## src/rtl/sysid_checker_pkg.sv

```systemverilog
// Shared types and constants for the system ID checker.
package sysid_checker_pkg;

    // Width of the per-read waitrequest stall counter.
    localparam int STALL_W = 16;

    // Word selects on the sysid slave.
    localparam logic SYSID_ADDR_ID = 1'b0;
    localparam logic SYSID_ADDR_TS = 1'b1;

    typedef enum logic [1:0] {
        IDLE  = 2'd0,
        RD_ID = 2'd1,
        RD_TS = 2'd2,
        CMP   = 2'd3
    } state_t;

endpackage

```

## src/rtl/sysid_checker_avm_read_port.sv

```systemverilog
// Single-read Avalon-MM master port with a waitrequest stall timeout.
// An issue pulse launches a read; the port holds read/address until the
// slave accepts or the stall budget is spent. Issuing in the acceptance
// cycle chains the next read with no idle cycle in between.
module avm_read_port
    import sysid_checker_pkg::*;
#(
    parameter int TIMEOUT = 255
) (
    input  logic clock,
    input  logic reset_n,
    input  logic issue,
    input  logic issue_addr,
    input  logic avm_waitrequest,
    output logic avm_read,
    output logic avm_address,
    output logic data_valid,
    output logic timeout
);

    // Stall count at which a still-stalled read is abandoned.
    localparam logic [STALL_W-1:0] LAST_STALL = STALL_W'(TIMEOUT - 1);

    logic               read_q, read_d;
    logic               addr_q, addr_d;
    logic [STALL_W-1:0] stall_q, stall_d;

    // Handshake outcome and next state; acceptance takes priority over timeout.
    always_comb begin
        data_valid = read_q && !avm_waitrequest;
        timeout    = read_q && avm_waitrequest && (stall_q == LAST_STALL);
        read_d     = read_q;
        addr_d     = addr_q;
        stall_d    = stall_q;
        if (issue) begin
            read_d  = 1'b1;
            addr_d  = issue_addr;
            stall_d = '0;
        end else if (data_valid || timeout) begin
            read_d  = 1'b0;
        end else if (read_q && avm_waitrequest) begin
            stall_d = stall_q + 1'b1;
        end
    end

    // Registered strobe/address; reset drops the strobe immediately.
    always_ff @(posedge clock or negedge reset_n) begin
        if (!reset_n) begin
            read_q  <= 1'b0;
            addr_q  <= 1'b0;
            stall_q <= '0;
        end else begin
            read_q  <= read_d;
            addr_q  <= addr_d;
            stall_q <= stall_d;
        end
    end

    assign avm_read    = read_q;
    assign avm_address = addr_q;

endmodule

```

## config.mk

```make
export PLATFORM = sky130hd
export DESIGN_NAME = avm_read_port
export DESIGN_NICKNAME = d
export VERILOG_FILES = /design/src/rtl/sysid_checker_pkg.sv /design/src/rtl/sysid_checker_avm_read_port.sv
export SDC_FILE = /design/constraint.sdc
export NUM_CORES = 1
export LEC_CHECK = 0
export ABC_AREA = 1
export CAP_MARGIN = 15
export CORE_AREA = 5 5 57 59
export DETAILED_ROUTE_END_ITERATION = 7
export DIE_AREA = 0 0 62 64
export HOLD_SLACK_MARGIN = 0.05
export SETUP_SLACK_MARGIN = 0.2
export SLEW_MARGIN = 20
export SYNTH_ARGS = -nofsm -noshare
export SYNTH_HDL_FRONTEND = slang
export SYNTH_SLANG_ARGS = --single-unit
```

## constraint.sdc

```tcl
create_clock -name clock -period 1.5 [get_ports clock]
set_input_delay 0.3 -clock clock [delete_from_list [all_inputs] [get_ports clock]]
set_output_delay 0.3 -clock clock [all_outputs]
set_load 0.005 [all_outputs]
```

==> flow_summary.ini <==
[run_status]
violations = setup timing
status = finished, violations left

[timing]
post-route-period-util_pct = 108.4
timing.hold.ws_ns = 0.3251
tightest_slew_ns = 0.2490
hold_viol_final = 0
relSlewSlack_pct = 83.36
drv_slew = 0
fmax_ghz = 0.6149
skew_ns = 0.003234
rsz0062_at_grt = true
fin_crit_ns = 1.626
fin_ws_ns = -0.1262
finalSetupTns_ns = -1.569
finalSetupViolCount = 18

[logic_synthesis]
synthTopCellsByArea = dfrtp_1 (39%), nand2_1 (22%), nor2_1 (9.7%)
synth.top_cell.area_share_pct = 38.88
yosysWarnings = 0
synth_seq_cells = 18
synth_edf_count = 0
syn_area_mm2 = 0.001159
yosys.area.top_type = dfrtp_1
syn_inst = 173
syn_nets = 180
synthFlopType = dfrtp_1
ys_types = 18
synth-async-reset-ratio_pct = 100.0
ys_seq_area_share_pct = 38.88
synth_area_per_cell_um2 = 6.697

[die]
die_w_um = 62
dieArea_mm2 = 0.003968
fp.dieH_um = 64
coreArea_mm2 = 0.002663
start_util_pct = 43.52
io_pins = 9
rows = 19

[clock_tree]
cts.sinks = 18
cts_made_buffers = 3
clock_path_buffers = 2
worstSkewPairLatency_ns = 0.29
cts-htree-levels = 1
clk_pin_slew_ns = 0.11
cts_tree = built
clock-root-buffer = clkbuf_4

[final_layout]
multi_input_area_um2 = 718.2
final_core_util_pct = 64.29
drive_above_1_share_pct = 29.55
final_cell_mix = nand2_1 (65), buf_4 (31), nor2_1 (27)
fill_cells = 243
final_nets = 228
register_area_um2 = 450.4
area_growth_pct = 47.73
finalNonFillerCells = 251
insertedDiodeCount = 0
layout_commonest_cell = nand2_1

[route]
drc = 0
drtAntennaViolNets = 0
detail_route.vias_per_cell = 4.960
drt-wirelength-per-cell_um = 11.89
drtPass1Iterations = 5
drtIter0Drc = 67
finalWirelength_um = 2984
vias = 1245

[grt]
antenna_found_initial = 0
grt_usage_pct = 17.32
grt_max_degree = 19
grt_overflow = 0
grt_pass1_wl_um = 5271
first_global_vias = 1169

[power]
p_total_uw = 1008
power.switching_uw = 265.6
p_leak_uw = 0.0008537
sw_frac_of_total_pct = 26.35
ir_worst_vdd_mv = 0.4245
clkPwrFrac_pct = 30.3
p_int_uw = 742.6
p_seq_share_pct = 50.0
combPwrFrac_pct = 19.7
p_per_area_mw_per_mm2 = 589.0

[worst_setup_path]
slowest_delay_ns = 0.40
path_class = reg -> out
path_cells = inv_2 -> ha_4 -> nand3_4 -> nor2_2 -> nand4_1 -> nor2_1 -> buf_2
end_kind = output pin
worstPathArrival_ns = 1.33
startpoint_type = flip-flop
crit_fanout = 2
crit_slowest_cell = dfrtp_1
worstPathRequired_ns = 1.20

[worst_hold_path]
holdCritPathClass = in -> async

[place]
dp_hpwl_um = 2124
place.gp.congestion = 0.9350
port_buffers = 8
dp_cells = 238

[flow_run]
cap_violations = 0
## power by group through the flow
stage	logic, uW	clock network (uW)	registers, uW
final	198	306	504
after global placement	134	0	513
after detailed placement	137	0	513
after global routing	218	347	506
after floorplan	59.2	0	515
after CTS	173	321	504
## per-layer routing
metal	GRT usage, %	part of all wire [%]	vias up
met5	0	0	-
met4	6.366	2.8	0
met3	3.018	7.1	10
met2	26.81	47	45
met1	23.72	43	550
li1	-	-	640
## per-stage QoR
step	worst slack [ns]	area [um^2]
5_1_grt	-0.3077	1712
4_1_cts	-0.1775	1642
3_5_place_dp	-0.2563	1508
6_report	-0.1262	1712
2_1_floorplan	0.1878	1190
3_3_place_gp	-0.2454	1508
## synth_stat cells (2+ instances only)
cell / number
nand2_1: 67
dfrtp_1: 18
clkbuf_1: 2
nor2_1: 30
o21bai_1: 2
o21ai_0: 4
xor2_1: 6
nand4_1: 11
nand3_1: 8
ha_1: 2
clkinv_1: 2
nand2_2: 2
inv_1: 14
## worst max-delay path: cells and delay by family, from the launching register on
family	cells	cell delay, ns
simple gates	4	0.31
fa+ha+maj	1	0.14
buf+inv	2	0.19
flops	1	0.40
## path summary, 6_finish.rpt
kind | startpoint | to | slack [ns] | cells after the start
worst max-delay path | stall_q[0]$_DFFE_PN0P_ | timeout | -0.13 | 7
worst min-delay path | reset_n | stall_q[14]$_DFFE_PN0P_ | 0.33 | 2
worst max register to register | stall_q[0]$_DFFE_PN0P_ | stall_q[8]$_DFFE_PN0P_ | -0.11 | 12
worst min register to register | avm_address$_DFFE_PN0P_ | avm_address$_DFFE_PN0P_ | 0.57 | 3
max in group asynchronous | reset_n | stall_q[3]$_DFFE_PN0P_ | 0.98 | 2
min in group clock | issue_addr | avm_address$_DFFE_PN0P_ | 0.53 | 3
## registers in the layout (all words and copies together), names as in the netlist
signal	cells
avm_read	1
avm_address	1
stall_q	16
## cells by family after synthesis
logic type	Yosys count	synth area share, %
buffers and inverters	20	7.235
adders and majority gates	2	2.159
AOI/OAI and AO/OA	6	3.023
DFF	18	38.88
xor gates and xnor gates	7	5.292
and+or+nand+nor	120	43.41
## final cells by class
class / instances / area share [%]
multi-input combinational: 135 / 41.96
tap: 31 / 2.266
inverter: 17 / 5.263
timing repair inverter: 1 / 0.5117
clock buffer: 4 / 2.120
sequential: 18 / 26.32
timing repair buffer: 45 / 21.56
## what timing repair did
| item | CTS | global route |
|---|---|---|
| pin swaps | 8 | 6 |
| buffers inserted | 5 | 3 |
| hold buffers | 0 | 0 |
| setup endpoints to repair | 21 | 20 |
| resized for setup | 28 | 11 |
| endpoints found under the hold margin | 0 | 0 |
| gates cloned | 1 | 0 |
(Power assumes the default switching activity.)
